File: src/rtl/mem_wb_stage.sv
// MEM/WB pipeline stage with a 256x8 synchronous data RAM that is zeroed by a
// CLEAR sequence after every reset before normal traffic is accepted.
//
// state | meaning
// CLEAR | sweep RAM writing 0x00 to each address, pipeline held as bubble, busy_out=1
// RUN   | normal load/store/writeback operation, busy_out=0
module mem_wb_stage (
    input  logic       clk,
    input  logic       rst,
    input  logic [7:0] alu_result_in,
    input  logic [7:0] val_rs2_in,
    input  logic [2:0] rd_in,
    input  logic [7:0] mem_addr_in,
    input  logic       we_ram_in,
    input  logic       re_ram_in,
    input  logic       we_rf_in,
    input  logic       stall,
    input  logic       flush,
    output logic [7:0] wb_data_out,
    output logic [2:0] rd_out,
    output logic       we_rf_out,
    output logic       busy_out
);

    typedef enum logic {CLEAR = 1'b0, RUN = 1'b1} state_t;

    state_t     state;
    logic [7:0] clr_cnt;
    logic [7:0] ram [256];
    logic       clear_we;
    logic       store_we;
    logic       is_load;

    assign clear_we = (state == CLEAR) && !rst;
    assign store_we = (state == RUN) && !rst && we_ram_in && !stall && !flush;
    // A simultaneous store wins; the load is dropped and the ALU value is written back.
    assign is_load  = re_ram_in && !we_ram_in;
    assign busy_out = (state == CLEAR);

    always_ff @(posedge clk) begin
        if (clear_we) begin
            ram[clr_cnt] <= 8'h00;
        end else if (store_we) begin
            ram[mem_addr_in] <= val_rs2_in;
        end
    end

    always_ff @(posedge clk) begin
        if (rst) begin
            state       <= CLEAR;
            clr_cnt     <= 8'h00;
            wb_data_out <= 8'h00;
            rd_out      <= 3'd0;
            we_rf_out   <= 1'b0;
        end else begin
            case (state)
                CLEAR: begin
                    clr_cnt     <= clr_cnt + 8'd1;
                    wb_data_out <= 8'h00;
                    rd_out      <= 3'd0;
                    we_rf_out   <= 1'b0;
                    if (clr_cnt == 8'hFF) begin
                        state <= RUN;
                    end
                end
                RUN: begin
                    if (flush) begin
                        wb_data_out <= 8'h00;
                        rd_out      <= 3'd0;
                        we_rf_out   <= 1'b0;
                    end else if (!stall) begin
                        // Read sees the previous cycle's store, giving read-after-write for free.
                        wb_data_out <= is_load ? ram[mem_addr_in] : alu_result_in;
                        rd_out      <= rd_in;
                        we_rf_out   <= we_rf_in;
                    end
                end
                default: begin
                    state <= CLEAR;
                end
            endcase
        end
    end

endmodule

File: config.mk
export PLATFORM = sky130hd
export DESIGN_NAME = mem_wb_stage
export DESIGN_NICKNAME = d
export VERILOG_FILES = /design/src/rtl/mem_wb_stage.sv
export SDC_FILE = /design/constraint.sdc
export NUM_CORES = 2
export LEC_CHECK = 0
export CAP_MARGIN = 10
export CORE_MARGIN = 1
export CORE_UTILIZATION = 35
export CTS_CLUSTER_DIAMETER = 100
export DETAILED_ROUTE_END_ITERATION = 8
export GPL_TIMING_DRIVEN = 1
export PLACE_DENSITY_LB_ADDON = 0.2
export SETUP_SLACK_MARGIN = 0.5
export SLEW_MARGIN = 20
export SYNTH_ARGS = -nofsm -noshare
export SYNTH_HDL_FRONTEND = slang
export SYNTH_SLANG_ARGS = --single-unit
File: constraint.sdc
create_clock -name clk -period 7.5 [get_ports clk]
set_input_delay 0.75 -clock clk [delete_from_list [all_inputs] [get_ports clk]]
set_output_delay 0.75 -clock clk [all_outputs]
set_load 0.1 [all_outputs]
==> results.py <==
metrics = {
    "sta": {
        "finalClockSkew_ps": 58.2,
        "drv_slew": 0,
        "setup_viol": 0,
        "tightest_slew_ps": 1150,
        "fin_tns_setup_ps": 0,
        "holdWs_ps": 515,
        "min_period_ps": 4690,
        "maxSlewHeadroom": 0.235,
        "finalHoldViolations": 0,
        "timing.fmax_mhz": 213,
        "rsz0062_at_grt": "false",
        "fin_crit_sh": 0.625,
    },
    "route": {
        "postRouteAntennaNets": 0,
        "wirelength_um": 252000,
        "vias": 42000,
        "wl_per_cell_um": 34.3,
        "dr.pass1.iters": 5,
        "routed_via_density": 5.72,
        "drc": 0,
        "drtIter0Drc": 4781,
    },
    "setup_path": {
        "rr_startpoint": "state$_SDFF_PP0_",
        "r2r_slack_ps": 2810,
        "path_buf_inv": 0,
        "slowest_stage": "o21ai_0",
        "start_kind": "flip-flop",
        "critPathMaxStageDelay_ps": 990,
        "setup.worst_path.end_class": "flip-flop",
        "cp.depth": 5,
        "path_cells": "nor3b_2, nand3b_1, o21ai_0, nand3_1, nor2_1",
        "r2r-end": "ram[169][5]$_DFFE_PP_",
        "critPathKind": "flip-flop to flip-flop",
        "required_ps": 7960,
        "reg2reg_depth": 5,
        "critPathCapture": "ram[169][5]$_DFFE_PP_",
        "worstPathMaxFanout": 16,
        "cp-startpoint": "state$_SDFF_PP0_",
        "critPathTopFamily": "simple AND/OR/NAND/NOR gates",
        "arrival_ps": 5150,
    },
    "final_layout": {
        "drive_above_1_share": 0.213,
        "final_nets": 4176,
        "synthToLayoutAreaGrowth_pct": 12.9,
        "final.fill_count": 20400,
        "regArea_um2": 61900,
        "multi_input_comb_area_um2": 18000,
    },
    "clock_tree": {
        "clk_latency_ps": 850,
        "numCtsBuffers": 207,
        "cts_tree": "yes",
        "cts_setup_buffers": 0,
        "clk_path_buf_depth": 3,
        "cts_hold_buf": 0,
        "clk_pin_slew_worst_paths_ps": 70,
        "htreeDepth": 4,
        "clock_sinks": 2069,
        "clockRootBuffer": "clkbuf_16",
        "cts_resized": 0,
    },
    "placement": {
        "gp_congestion": 0.852,
        "dpl.hpwl_um": 153000,
        "port_buffers": 46,
    },
    "status": {
        "status": "complete, no violations",
    },
    "global_route": {
        "first_global_vias": 42100,
        "antenna_found_initial": 14,
        "grt-ovfl-total": 0,
        "grt_max_degree": 168,
        "grt_pass1_wl_um": 351000,
        "grt_usage": 0.214,
    },
    "die": {
        "initial_core_util": 0.353,
        "die_w_um": 484,
        "rows": 176,
        "die_h_um": 484,
        "core_area_um2": 230000,
        "die-area_um2": 234000,
        "ios": 47,
    },
    "flow_run": {
        "maxCapViolCount": 0,
    },
    "synthesis": {
        "async_flop_share": 0,
        "synthDistinctLibCells": 76,
        "ys_warn_count": 0,
        "yosysSeqAreaShare": 0.762,
        "synth_edf_count": 2048,
        "synth.avg_cell_area_um2": 20.3,
        "netlist_area_um2": 81300,
        "synth_seq_cells": 2069,
        "ys.flop_type": "edfxtp_1",
        "synthCells": 4012,
        "synth_fp_nets": 4047,
    },
    "worst_hold_path": {
        "holdCritStartpoint": "rd_out[1]$_SDFFE_PP0P_",
        "worst_hold_path_type": "flip-flop to flip-flop",
    },
    "power_and_ir_drop": {
        "vdd_ir_drop_max_mv": 0.217,
        "power_density_nw_per_um2": 255,
        "p_leak_nw": 32.9,
    },
}
flip-flops by register name, summed over array words and instances, names as in the netlist:
name         count
ram           2048
clr_cnt          8
wb_data_out      8
rd_out           3
state            1
we_rf_out        1
layer usage:
layer  vias up  share of wire  global-route usage
met5         -        0.00034                   0
met4        14          0.031              0.0672
met3       414          0.081              0.0478
met2      1963           0.46               0.327
met1     22700           0.43               0.304
li1      16800              -                   -
power by group:
part / internal, mW / switching [mW]
registers: 12.5 / 0.00532
clock network: 5.71 / 4.42
logic: 0.247 / 0.530
total: 18.5 / 4.96
cell type report:
type                       instances  share of cell area
inverter                           7            0.000368
clock buffer                     271              0.0605
sequential                      2069               0.674
timing repair buffer             159              0.0170
tap                             3026              0.0412
antenna                            1           0.0000273
multi-input combinational       1697               0.196
clock inverter                   109              0.0107
worst min-delay path, stage by stage (launching register included):
cell and delay (ps):
dfxtp_1 330, a22oi_1 70, nor2_1 80
kinds of logic (layout without fill, tap and decap cells):
kind of cell	Yosys count	count (layout)	synth area share
simple gates	683	683	0.0367
flops	2069	2069	0.762
xor+xnor	6	6	0.000646
buf+inv	246	546	0.0183
fa+ha+maj	1	1	0.000154
compound gates	340	340	0.0285
other cells	0	1	0
mux	667	667	0.154
cell usage in the layout (no fill, tap or decap), types with 20 or more instances in the layout:
master and count:
a21oi_1 69, a22oi_1 30, buf_12 20, buf_4 93, clkbuf_1 53, clkbuf_16 209, clkdlybuf4s50_1 40, clkinv_1 50
clkinv_2 28, dfxtp_1 21, edfxtp_1 2048, mux2_2 22, mux2i_1 184, mux4_2 448, nand2_1 179, nand2b_1 23
nand3_1 33, nor2_1 323, o21ai_0 56, o221ai_1 36, o22ai_1 33
worst min path at each step:
| stage | cells after the start | endpoint |
|---|---|---|
| after detailed placement | 2 | we_rf_out$_SDFFE_PP0P_ |
| after global routing | 3 | rd_out[0]$_SDFFE_PP0P_ |
| after global placement | 2 | rd_out[1]$_SDFFE_PP0P_ |
| final | 2 | rd_out[1]$_SDFFE_PP0P_ |
| after CTS | 3 | rd_out[0]$_SDFFE_PP0P_ |
| after floorplan | 2 | clr_cnt[6]$_SDFFE_PP0N_ |
stage by stage:
| stage | instances | instance area [µm²] | total power [mW] | utilization | setup WS (ps) |
|---|---|---|---|---|---|
| after detailed placement | 6958 | 85300 | 13.5 | 0.370 | 2270 |
| after global routing | 7338 | 91800 | 24.0 | 0.399 | 2630 |
| after floorplan | 4012 | 81300 | 13.2 | - | 1600 |
| final | 7339 | 91800 | 23.4 | 0.399 | 2810 |
| after global placement | 6958 | 85300 | 13.5 | 0.370 | 2250 |
| after CTS | 7338 | 91800 | 23.6 | 0.399 | 2870 |
Yosys cell counts (all sizes together) (7+ instances only):
| master | number | area, µm² |
|---|---|---|
| nand4 | 9 | 56.3 |
| nor3 | 18 | 90.1 |
| a2111oi | 9 | 78.8 |
| a21oi | 69 | 345 |
| a31oi | 14 | 87.6 |
| or3 | 7 | 43.8 |
| or2 | 18 | 113 |
| o22ai | 33 | 206 |
| mux2i | 184 | 1840 |
| a211oi | 10 | 75.1 |
| a221oi | 18 | 158 |
| and2 | 15 | 93.8 |
| nand3 | 33 | 165 |
| o211ai | 8 | 60.1 |
| a22oi | 30 | 225 |
| o21ai | 59 | 295 |
| edfxtp | 2048 | 61500 |
| nand2 | 181 | 679 |
| mux2 | 22 | 248 |
| dfxtp | 21 | 420 |
| nor2b | 13 | 81.3 |
| clkbuf | 89 | 334 |
| nand2b | 27 | 169 |
| mux4 | 461 | 10400 |
| nor2 | 329 | 1230 |
| inv | 7 | 26.3 |
| a32oi | 13 | 114 |
| o221ai | 36 | 315 |
| buf | 150 | 1130 |
Power figures use the tool's default switching activity.
